## src/rtl/mem_arbiter.sv

```systemverilog
// mem_arbiter: shares one SRAM-like port between fetch and load/store, one transaction in flight
module mem_arbiter #(
    parameter int ADDR_W       = 32,
    parameter int DATA_W       = 32,
    parameter int MAX_DATA_RUN = 4
) (
    input  logic              clk,
    input  logic              rst,
    input  logic              inst_req,
    input  logic [ADDR_W-1:0] inst_addr,
    output logic              inst_addr_ok,
    output logic              inst_data_ok,
    output logic [DATA_W-1:0] inst_rdata,
    input  logic              data_req,
    input  logic              data_wr,
    input  logic [1:0]        data_size,
    input  logic [ADDR_W-1:0] data_addr,
    input  logic [DATA_W-1:0] data_wdata,
    output logic              data_addr_ok,
    output logic              data_data_ok,
    output logic [DATA_W-1:0] data_rdata,
    input  logic              flush,
    output logic              req,
    output logic              wr,
    output logic [1:0]        size,
    output logic [ADDR_W-1:0] addr,
    output logic [DATA_W-1:0] wdata,
    input  logic              addr_ok,
    input  logic              data_ok,
    input  logic [DATA_W-1:0] rdata,
    output logic              stall_from_if,
    output logic              stall_from_mem
);
    localparam int CW = $clog2(MAX_DATA_RUN + 1);

    typedef enum logic [2:0] {IDLE, ADDR_I, ADDR_D, WAIT_I, WAIT_D} state_t;

    state_t              r_state, w_next;
    logic                r_wr;
    logic [1:0]          r_size;
    logic [ADDR_W-1:0]   r_addr;
    logic [DATA_W-1:0]   r_wdata;
    logic                r_discard;
    logic [CW-1:0]       r_run_cnt;
    logic                w_idle, w_inst_side, w_data_side, w_done_i, w_done_d;
    logic                w_arb, w_grant_d, w_grant_i;

    assign w_idle      = r_state == IDLE;
    assign w_inst_side = (r_state == ADDR_I) || (r_state == WAIT_I);
    assign w_data_side = (r_state == ADDR_D) || (r_state == WAIT_D);
    assign w_done_i    = (r_state == WAIT_I) && data_ok;
    assign w_done_d    = (r_state == WAIT_D) && data_ok;
    assign w_arb       = w_idle || w_done_i || w_done_d;
    assign w_grant_d   = w_arb && data_req && (!inst_req || r_run_cnt != CW'(MAX_DATA_RUN));
    assign w_grant_i   = w_arb && inst_req && !w_grant_d;

    // state register; reset abandons any transaction in flight
    always_ff @(posedge clk or posedge rst) begin
        if (rst) r_state <= IDLE;
        else     r_state <= w_next;
    end

    // next state: re-arbitrate when idle or as a response completes, else advance addr -> wait
    always_comb begin
        w_next = r_state;
        if (w_arb)
            w_next = w_grant_d ? ADDR_D : w_grant_i ? ADDR_I : IDLE;
        else if (addr_ok)
            w_next = (r_state == ADDR_I) ? WAIT_I : (r_state == ADDR_D) ? WAIT_D : r_state;
    end

    // latch the winner's request, track the data run length and flushed fetches
    always_ff @(posedge clk or posedge rst) begin
        if (rst) begin
            r_wr      <= 1'b0;
            r_size    <= '0;
            r_addr    <= '0;
            r_wdata   <= '0;
            r_run_cnt <= '0;
            r_discard <= 1'b0;
        end else begin
            if (w_grant_d) begin
                r_wr      <= data_wr;
                r_size    <= data_size;
                r_addr    <= data_addr;
                r_wdata   <= data_wdata;
                r_run_cnt <= !inst_req ? '0 :
                             (r_run_cnt == CW'(MAX_DATA_RUN)) ? r_run_cnt : r_run_cnt + CW'(1);
            end else if (w_grant_i) begin
                r_wr      <= 1'b0;
                r_size    <= 2'd2;
                r_addr    <= inst_addr;
                r_wdata   <= '0;
                r_run_cnt <= '0;
            end
            if (w_done_i)
                r_discard <= 1'b0;
            else if (flush && w_inst_side)
                r_discard <= 1'b1;
        end
    end

    assign req            = (r_state == ADDR_I) || (r_state == ADDR_D);
    assign wr             = !w_idle && r_wr;
    assign size           = w_idle ? '0 : r_size;
    assign addr           = w_idle ? '0 : r_addr;
    assign wdata          = w_idle ? '0 : r_wdata;
    assign inst_addr_ok   = (r_state == ADDR_I) && addr_ok && !r_discard;
    assign inst_data_ok   = w_done_i && !r_discard && !flush;
    assign inst_rdata     = inst_data_ok ? rdata : '0;
    assign data_addr_ok   = (r_state == ADDR_D) && addr_ok;
    assign data_data_ok   = w_done_d;
    assign data_rdata     = w_done_d ? rdata : '0;
    assign stall_from_if  = !rst && (inst_req || (w_inst_side && !r_discard)) && !inst_data_ok;
    assign stall_from_mem = !rst && (data_req || w_data_side) && !data_data_ok;
endmodule

```

## config.mk

```make
export PLATFORM = sky130hd
export DESIGN_NAME = mem_arbiter
export DESIGN_NICKNAME = d
export VERILOG_FILES = /design/src/rtl/mem_arbiter.sv
export SDC_FILE = /design/constraint.sdc
export NUM_CORES = 1
export LEC_CHECK = 0
export BUFFER_PORTS_ARGS = -buffer_cell sky130_fd_sc_hd__buf_2
export CELL_PAD_IN_SITES_DETAIL_PLACEMENT = 1
export CELL_PAD_IN_SITES_GLOBAL_PLACEMENT = 1
export CORE_ASPECT_RATIO = 1.75
export CORE_MARGIN = 2
export CORE_UTILIZATION = 33
export DETAILED_ROUTE_END_ITERATION = 6
export GPL_TIMING_DRIVEN = 1
export PLACE_DENSITY = 0.95
export SLEW_MARGIN = 10
export SYNTH_ARGS = -nofsm -noshare
export SYNTH_HDL_FRONTEND = slang
export SYNTH_SLANG_ARGS = --single-unit
export TNS_END_PERCENT = 5
```

## constraint.sdc

```tcl
create_clock -name clk -period 5.1 [get_ports clk]
set_input_delay 0.255 -clock clk [delete_from_list [all_inputs] [get_ports clk]]
set_output_delay 0.255 -clock clk [all_outputs]
set_load 0.02 [all_outputs]
```

==> impl_metrics.json, run 1 <==
{
  "floorplan.initialDensity_pct": 33.8,
  "worst-slew-pin-transition_ns": 1.13,
  "final_core_utilization_pct": 47.8,
  "die_x_um": 91.3,
  "cp.arrival_ns": 2.16,
  "average_size_of_a_mapped_cell_um2": 9.86,
  "globalRouteOverflowTotal": 0,
  "drv_slew": 0,
  "synth-main-ff-cell": "dfrtp_1",
  "clock_tree.htree_level_count": 3,
  "ctsResizeCount": 0,
  "synth_top_cells_by_area": "dfrtp_1 42%, and2_1 14%, a22o_1 6.8%",
  "netlist_area_mm2": 0.00440,
  "cts_root_buffer": "clkbuf_16",
  "post_layout_nonfiller_instances": 872,
  "clock-sinks": 74,
  "synth_enable_flop_cells": 0,
  "layout.cells.most_common": "buf_2",
  "finalHoldViolCount": 0,
  "fin_worst_skew_ns": 0.00715,
  "die_h_um": 157,
  "timing.critical_path.to_type": "primary output",
  "gr-usage-all-layers_pct": 21.9,
  "critical_path.startpoint_type": "flop",
  "cts_buffers": 9,
  "floorplan.io_pins": 276,
  "syn-num-nets": 586,
  "number_of_antenna_violations_at_the_first_check_in_global_routing": 2,
  "post_cts.repair.setup_buffers": 0,
  "vias": 4573,
  "synth_largest_type_area_fraction_pct": 42.1,
  "drive_above_1_share_pct": 44.5,
  "layout_min_cycle_time_ns": 2.42,
  "min-delay-path-class": "in -> reg",
  "static-leakage-power_nw": 3.29,
  "first_iter_violations": 237,
  "grt_pass1_wl_mm": 24.6,
  "place_inst": 853,
  "final_cell_mix": "275 x buf_2, 99 x and2_1, 74 x dfrtp_1, 34 x a22o_1, 34 x nand2b_1",
  "rsz_0062_raised_after_global_routing": "no",
  "cts_hold_buf": 1,
  "async_flop_share_pct": 100,
  "cts_buffer_depth": 2,
  "first_global_vias": 4626,
  "maxSlewHeadroom_pct": 24.4,
  "worst_ep_required_time_ns": 4.85,
  "rr_startpoint": "r_state[1]",
  "max_cap_viol_count": 0,
  "gp_congestion": 0.826,
  "worstSetupPathType": "reg -> out",
  "clk_pin_slew_ns": 0.06,
  "die_footprint_mm2": 0.0143,
  "worstSetupStartpoint": "r_state[0]",
  "syn_to_final_growth_pct": 41.5,
  "ir_worst_vdd_mv": 0.307,
  "upper_clock_frequency_limit_mhz": 414,
  "pwr_density_mw_per_mm2": 587,
  "ys_seq_area_share_pct": 42.1,
  "synth-warning-count": 0,
  "synthesis.instances": 446,
  "rows": 55,
  "floorplan.core_area_mm2": 0.0130,
  "nNetsFinal": 834,
  "grt_max_degree": 70,
  "detailed_place_hpwl_mm": 12.2,
  "cts_tree": "done",
  "critical_path_peak_fanout": 69,
  "fin_crit_sh_pct": 47.4,
  "synth.distinct_cells": 46,
  "worstSkewPairLatency_ns": 0.33,
  "wire_per_inst_um": 18.8,
  "io_buffer_count": 275,
  "finalSetupTns_ns": 0,
  "hp-start": "data_wdata[9]",
  "timing.final.setup_violations": 0,
  "synth_top_area_cell": "dfrtp_1",
  "drt-vias-per-instance": 5.24,
  "outcome": "completed",
  "detailed_route_drc_error_count": 0,
  "postSynthRegisterBits": 74,
  "totalWireLength_mm": 16.4,
  "final_antenna_net_count": 0,
  "firstDrtPassIters": 4
}
## power by group
| group | switching, mW | total (mW) | internal [mW] |
|---|---|---|---|
| Combinational | 1.11 | 1.88 | 0.773 |
| Sequential | 0.179 | 1.03 | 0.850 |
| Clock | 0.260 | 0.743 | 0.482 |
## metrics by stage
stage	setup WS, ns	total power [mW]	hold slack (ns)	instance area, um2
6_report	2.68	3.65	0.146	6220
2_1_floorplan	2.40	2.31	0.378	4400
3_3_place_gp	2.67	2.86	0.247	5860
5_1_grt	2.56	3.86	0.137	6220
3_5_place_dp	2.57	2.93	0.262	5860
4_1_cts	2.71	3.69	0.131	6220
## synthesized netlist by cell type (2+ instances only)
cell	instances
and2_1	99
dfrtp_1	74
clkbuf_1	40
a22o_1	34
nand2b_1	34
a2bb2oi_1	33
and3_1	33
o32ai_1	32
inv_1	7
nor2_1	7
buf_6	5
a21oi_1	3
a31oi_1	3
buf_2	3
nand3_1	3
nor3b_1	3
ha_1	2
nand2_1	2
nor4_1	2
## worst max-delay path: stages (launching register included)
cell     delay [ns]
dfrtp_1        0.71
or3_4          0.63
and2_1         0.21
buf_2          0.22
## path summary, 6_finish.rpt
kind	depth (start not counted)	slack [ns]	endpoint
min	2	0.15	r_wdata[9]
min in group asynchronous	3	0.45	r_state[2]
min reg2reg	1	0.49	r_wdata[0]
max in group asynchronous	4	3.60	r_addr[15]
max	3	2.68	wdata[0]
max reg2reg	4	2.73	r_wdata[30]
## logic make-up after synthesis
group	synth area share, %
simple gates	27.3
compound gates	23.8
flops	42.1
buf+inv	5.80
fa+ha+maj	0.569
xor+xnor	0.199
mux	0.228
## area by class of cell
class | count | area, um2
Tap cell | 171 | 214
Clock inverter | 7 | 125
Fill cell | 1569 | 6780
Inverter | 8 | 31.3
Clock buffer | 9 | 225
Multi-Input combinational cell | 315 | 2310
Timing Repair Buffer | 286 | 1460
Sequential cell | 74 | 1850
Antenna cell | 2 | 5.00
## sequential cells by signal, indices dropped and copies added (netlist names)
name and cells:
r_wr 1, r_size 2, r_discard 1, r_run_cnt 3
r_addr 32, r_state 3, r_wdata 32
## per-layer routing
layer  track usage (%)  wire (um)  share of wire (%)  vias to the layer above
li1                  -          -                  -                     2120
met1              21.3       5640                 34                     2215
met4              10.7        683                4.2                        0
met2              43.1       9100                 55                      206
met5                 0          0                  0                        -
met3              4.19        974                5.9                       32
No activity file was read; power rests on OpenSTA's default activity.
==> inputs of run 2 (changes only) <==
CORE_UTILIZATION = 31   (was 33)
PLACE_DENSITY = 0.92   (was 0.95)
clock period = 2.5 ns   (was 5.1 ns; I/O delays follow)
==> run 2 against run 1 <==
The run now ends with DRC left. Final area grew 1.4%. Critical path depth grew 2. First-iteration DRC count shrank 17%. Sequential share of layout area shrank 0.41 points. Highest routed layer unchanged.
==> impl_metrics.json, run 2 (synthesized netlist as in run 1, its figures left out) <==
{
  "floorplan.io_pins": 276,
  "worstSkewPairLatency_ns": 0.33,
  "number_of_antenna_violations_at_the_first_check_in_global_routing": 0,
  "worstSetupPathType": "reg -> out",
  "cts_tree": "done",
  "final_cell_mix": "275 x buf_2, 99 x and2_1, 74 x dfrtp_1, 34 x a22o_1, 34 x nand2b_1",
  "outcome": "finished with violations",
  "layout_min_cycle_time_ns": 2.25,
  "static-leakage-power_nw": 3.33,
  "die_footprint_mm2": 0.0152,
  "critical_path.startpoint_type": "flop",
  "fin_worst_skew_ns": 0.00948,
  "first_iter_violations": 196,
  "grt_pass1_wl_mm": 26.0,
  "vias": 4706,
  "ctsResizeCount": 0,
  "power.switching_fraction_pct": 43.6,
  "globalRouteOverflowTotal": 0,
  "io_buffer_count": 275,
  "largest_registers": "r_addr (32), r_wdata (32)",
  "intPower_mw": 4.15,
  "power_frac_seq_pct": 28.0,
  "detailed_place_hpwl_mm": 12.5,
  "switching_power_mw": 3.22,
  "maxSlewHeadroom_pct": 63.7,
  "ir_worst_vdd_mv": 0.417,
  "floorplan.core_area_mm2": 0.0139,
  "power.share.combinational_pct": 53.7,
  "drv_slew": 0,
  "worst_ep_required_time_ns": 2.38,
  "floorplan.initialDensity_pct": 31.6,
  "finalHoldViolCount": 0,
  "clock_network_fraction_of_total_power_pct": 18.3,
  "cp.arrival_ns": 2.13,
  "pwr_density_mw_per_mm2": 1170,
  "die_x_um": 94.0,
  "post_cts.repair.setup_buffers": 0,
  "timing.critical_path.to_type": "primary output",
  "firstDrtPassIters": 7,
  "cts_buffer_depth": 2,
  "pre_cts_setup_slack_ns": 0.515,
  "clk_pin_slew_ns": 0.07,
  "max_cap_viol_count": 0,
  "gr-usage-all-layers_pct": 22.2,
  "min-delay-path-class": "in -> reg",
  "critical_path_peak_fanout": 32,
  "wire_per_inst_um": 19.2,
  "gp_congestion": 0.815,
  "layout.cells.most_common": "buf_2",
  "worst-slew-pin-transition_ns": 0.539,
  "rsz_0062_raised_after_global_routing": "no",
  "grt_max_degree": 55,
  "upper_clock_frequency_limit_mhz": 444,
  "detailed_route_drc_error_count": 3,
  "drt-vias-per-instance": 5.29,
  "final.setup.worst_slack_ns": 0.247,
  "syn_to_final_growth_pct": 43.5,
  "die_h_um": 162,
  "cts_root_buffer": "clkbuf_16",
  "cts_buffers": 9,
  "drive_above_1_share_pct": 44.5,
  "fin_crit_sh_pct": 90.1,
  "timing.final.setup_violations": 0,
  "clock-sinks": 74,
  "totalWireLength_mm": 17.1,
  "antenna-diode-count": 0,
  "final_antenna_net_count": 0,
  "finalSetupTns_ns": 0,
  "num-fill-cells": 1690,
  "clock_tree.htree_level_count": 3,
  "nNetsFinal": 847,
  "first_global_vias": 4861,
  "rows": 57,
  "violations": "DRC",
  "cts_hold_buf": 7
}
[run 2: cell types whose count changed in the layout (fill, tap and decap cells not counted)]
cell / change
buf_12: +1
buf_4: +5
bufinv_16: -2
clkinv_4: -3
clkinvlp_4: +2
diode_2: -2
dlygate4sd3_1: +7
inv_6: +2
inv_8: +1
[run 2: per-layer routing]
metal	global-route usage (%)	wire, um
met5	0	0
met2	41.0	9320
met1	23.4	6020
met4	10.2	670
met3	4.66	1080
[run 2: layout make-up]
type | count | area (um2) | share of cell area [%]
Multi-Input combinational cell | 315 | 2310 | 36.6
Sequential cell | 74 | 1850 | 29.3
Timing Repair Buffer | 299 | 1590 | 25.2
Clock buffer | 9 | 225 | 3.57
Tap cell | 177 | 221 | 3.51
Clock inverter | 7 | 82.6 | 1.31
Inverter | 8 | 31.3 | 0.496
[run 2: per-stage QoR]
step | instances | hold WS [ns] | util [%] | cell area [um2] | power, mW
after floorplan | 446 | 0.248 | - | 4400 | 4.70
after global placement | 865 | 0.0191 | 42.6 | 5920 | 5.90
after detailed placement | 865 | 0.0169 | 42.6 | 5920 | 6.03
after CTS | 888 | 0.000313 | 45.3 | 6300 | 7.42
after global routing | 889 | 0.00287 | 45.4 | 6310 | 7.81
final | 889 | 0.0123 | 45.4 | 6310 | 7.37
[run 2: worst max-delay path, cell delays in order, from the launching register on]
cell and delay (ns):
dfrtp_1 0.41, buf_4 0.20, nor3b_2 0.40, buf_4 0.35, and3_1 0.24, buf_2 0.18
[run 2: final timing paths]
path | start | end | slack [ns] | cells after the start
max | r_state[1] | data_rdata[14] | 0.25 | 5
min | data_wdata[29] | r_wdata[29] | 0.01 | 2
max reg2reg | r_state[0] | r_wdata[20] | 0.53 | 4
min reg2reg | r_wdata[31] | r_wdata[31] | 0.49 | 1
max in group asynchronous | rst | r_addr[5] | 1.50 | 4
min in group asynchronous | rst | r_state[1] | 0.25 | 3
[run 2: power by group through the flow]
stage / Clock, mW / Combinational [mW] / Sequential, mW
after detailed placement: 0 / 3.99 / 2.04
after floorplan: 0 / 2.78 / 1.92
after global routing: 1.44 / 4.26 / 2.12
final: 1.35 / 3.96 / 2.06
after global placement: 0 / 3.86 / 2.03
after CTS: 1.39 / 3.99 / 2.05
==> inputs of run 3 (changes only) <==
ABC_AREA = 1   (was default)
CORE_UTILIZATION = 28   (was 31)
PLACE_DENSITY = 0.9   (was 0.92)
==> run 3 against run 2 <==
The run now ends clean. Non-clock buffer count is 5 higher. Final area is 4.0% higher. Via count is 11% higher. Cell count is 31% higher. Clock skew is 0.00075 ns lower. Critical path depth is 3 higher. Critical endpoint is now inst_rdata[24]. Largest cell class is now registers.
==> impl_metrics.json, run 3 <==
{
  "clock_tree.htree_level_count": 3,
  "multi_input_area_mm2": 0.00179,
  "switching_power_mw": 3.63,
  "floorplan.io_pins": 276,
  "wire_per_inst_um": 14.9,
  "synth_top_cells_by_area": "dfrtp_1 41%, inv_1 14%, nand2_1 12%",
  "vias": 5234,
  "cp.arrival_ns": 2.18,
  "crit_path_max_incr_delay_ns": 0.42,
  "grt_max_degree": 44,
  "worst_ep_required_time_ns": 2.38,
  "clk_pin_slew_ns": 0.06,
  "min-delay-path-class": "in -> reg",
  "nNetsFinal": 1110,
  "cts_buffers": 9,
  "average_size_of_a_mapped_cell_um2": 6.52,
  "die_x_um": 99.9,
  "timing.reg2reg.setup_slack_ns": 0.55,
  "yosys.cell_count.top_type": "inv_1",
  "worst-slew-pin-transition_ns": 0.654,
  "dpl_cell_area_mm2": 0.00602,
  "io_buffer_count": 275,
  "synth-main-ff-cell": "dfrtp_1",
  "hold_end": "r_wdata[19]",
  "area.sequential_mm2": 0.00185,
  "detailed_route_drc_error_count": 0,
  "die_footprint_mm2": 0.0172,
  "finish.instance_area_mm2": 0.00657,
  "gp_congestion": 0.810,
  "fin_crit_sh_pct": 92.3,
  "maxSlewHeadroom_pct": 56.3,
  "post-layout-total-power_mw": 7.49,
  "syn_to_final_growth_pct": 45.6,
  "pre_cts_setup_slack_ns": 0.515,
  "cts_buffer_depth": 2,
  "rr_startpoint": "r_state[0]",
  "list_of_most_frequent_post_synthesis_cells": "174 x inv_1, 142 x nand2_1, 136 x nor2_1",
  "worstSetupStartpoint": "r_state[0]",
  "rsz_0062_raised_after_global_routing": "no",
  "grt_pass1_wl_mm": 26.5,
  "max_cap_viol_count": 0,
  "netlist_area_mm2": 0.00451,
  "floorplan.initialDensity_pct": 28.5,
  "die_h_um": 172,
  "upper_clock_frequency_limit_mhz": 434,
  "gr-usage-all-layers_pct": 19.7,
  "r2r_cells": 8,
  "finalSetupTns_ns": 0,
  "final.setup.worst_slack_ns": 0.194,
  "pwr_density_mw_per_mm2": 1140,
  "ir_worst_vdd_mv": 0.448,
  "cp_top_family": "simple AND/OR/NAND/NOR gates",
  "route.met2.wl_mm": 9.46,
  "syn-num-nets": 832,
  "power.switching_fraction_pct": 48.5,
  "layout.cells.most_common": "buf_2",
  "route.layer.met1.wl_mm": 6.70,
  "final_cell_mix": "275 x buf_2, 171 x inv_1, 142 x nand2_1, 136 x nor2_1, 74 x dfrtp_1",
  "firstDrtPassIters": 4,
  "drv_slew": 0,
  "timing.final.setup_violations": 0,
  "synthesis.instances": 692,
  "intPower_mw": 3.86,
  "synth_top_area_cell": "dfrtp_1",
  "routed-wl-met3_um": 692,
  "synth-warning-count": 0,
  "critical_path.n_buffers_inverters": 4,
  "floorplan.core_area_mm2": 0.0158,
  "drt-vias-per-instance": 4.49,
  "critical_path.startpoint_type": "flop",
  "timing.critical_path.to_type": "primary output",
  "regToRegEndpoint": "r_wdata[31]",
  "holdPathStages": 3,
  "totalWireLength_mm": 17.3,
  "async_flop_share_pct": 100,
  "num-fill-cells": 2124,
  "power_frac_seq_pct": 26.7,
  "static-leakage-power_nw": 4.21,
  "hp-start": "data_wdata[19]",
  "fin_worst_hold_slack_ns": 0.00986,
  "first_iter_violations": 138,
  "largest_registers": "r_addr (32), r_wdata (32)",
  "power.share.combinational_pct": 53.9,
  "number_of_antenna_violations_at_the_first_check_in_global_routing": 0,
  "final_antenna_net_count": 0,
  "cp_slowest_cell": "dfrtp_1",
  "rows": 61,
  "cts_tree": "done",
  "synth_largest_type_area_fraction_pct": 41.1,
  "first_global_vias": 5431,
  "worstSkewPairLatency_ns": 0.34,
  "fin_worst_skew_ns": 0.00873,
  "globalRouteOverflowTotal": 0,
  "detailed_place_hpwl_mm": 13.0,
  "synth_enable_flop_cells": 0,
  "finalHoldViolCount": 0,
  "drive_above_1_share_pct": 33.4,
  "critical_path_peak_fanout": 16,
  "worstSetupPathType": "reg -> out",
  "synth.distinct_cells": 27,
  "clock-sinks": 74,
  "top_layer_used": "met4",
  "cell_by_cell_listing_of_the_critical_path": "inv_1 > nor2_2 > nand2_1 > nor3_2 > clkinvlp_4 > buf_12 > nor2_1 > buf_2",
  "ys_seq_area_share_pct": 41.1,
  "outcome": "completed",
  "cts_root_buffer": "clkbuf_16",
  "layout_min_cycle_time_ns": 2.31,
  "clock_network_fraction_of_total_power_pct": 19.4,
  "postSynthRegisterBits": 74
}
==> run 3: cell count changes after synthesis, moves of 34 or more <==
cell      change
nand2b_1     -34
nand3_1      +55
and2_1       -99
a22o_1       -34
nand2_1     +140
nor2_1      +129
inv_1       +167
==> run 3: worst max path at each step <==
stage | slack [ns] | to | depth (start not counted)
floorplan | 0.07 | stall_from_if | 3
global placement | 0.67 | r_run_cnt[1] | 9
detailed placement | 0.51 | inst_rdata[5] | 8
CTS | 0.09 | inst_rdata[5] | 8
global route | 0.06 | inst_rdata[2] | 8
finish | 0.19 | inst_rdata[24] | 8
==> run 3: what timing repair did <==
action | in CTS | in global routing
endpoints found under the hold margin | 46 | 2
hold buffers | 16 | 2
resized for setup | 0 | 1
setup endpoints to repair | 0 | 14
setup buffers | 0 | 1
==> run 3: through the flow <==
step	std cells	util (%)
2_1_floorplan	692	-
3_3_place_gp	1129	38.1
3_5_place_dp	1129	38.1
4_1_cts	1161	41.2
5_1_grt	1164	41.5
6_report	1166	41.6
==> run 3: cell type report <==
cell class | instances | area share (%)
Multi-Input combinational cell | 404 | 27.3
Clock buffer | 9 | 3.43
Antenna cell | 2 | 0.0762
Timing Repair Buffer | 304 | 25.5
Clock inverter | 7 | 1.64
Tap cell | 189 | 3.60
Sequential cell | 74 | 28.2
Inverter | 177 | 10.2
==> run 3: layer usage <==
metal | vias up | global-route usage (%)
met5 | - | 0
met4 | 0 | 8.76
met3 | 34 | 2.59
met2 | 163 | 37.4
met1 | 2483 | 21.5
li1 | 2554 | -
==> run 3: logic make-up after synthesis <==
family / count (synthesis) / share of synthesized area, %
AND/OR/NAND/NOR: 356 / 33.7
buffers and inverters: 214 / 19.2
adder cells (fa/ha/maj): 2 / 0.555
AO/OA/AOI/OAI: 45 / 5.33
flip-flops: 74 / 41.1
XOR/XNOR: 1 / 0.194
==> run 3: worst reg2reg max path, delay by kind of cell (launching register included) <==
kind                   cells  cell delay, ns
DFF                        1            0.42
and+or+nand+nor            5            0.74
AOI/OAI and AO/OA          1            0.12
buffers and inverters      2            0.60
==> run 3: power groups by stage <==
stage | Sequential, mW | Combinational [mW] | Clock [mW]
after floorplan | 1.93 | 2.83 | 0
after global placement | 1.97 | 3.93 | 0
after detailed placement | 2.01 | 4.05 | 0
after CTS | 1.99 | 4.09 | 1.50
after global routing | 2.05 | 4.50 | 1.55
final | 2.00 | 4.04 | 1.45
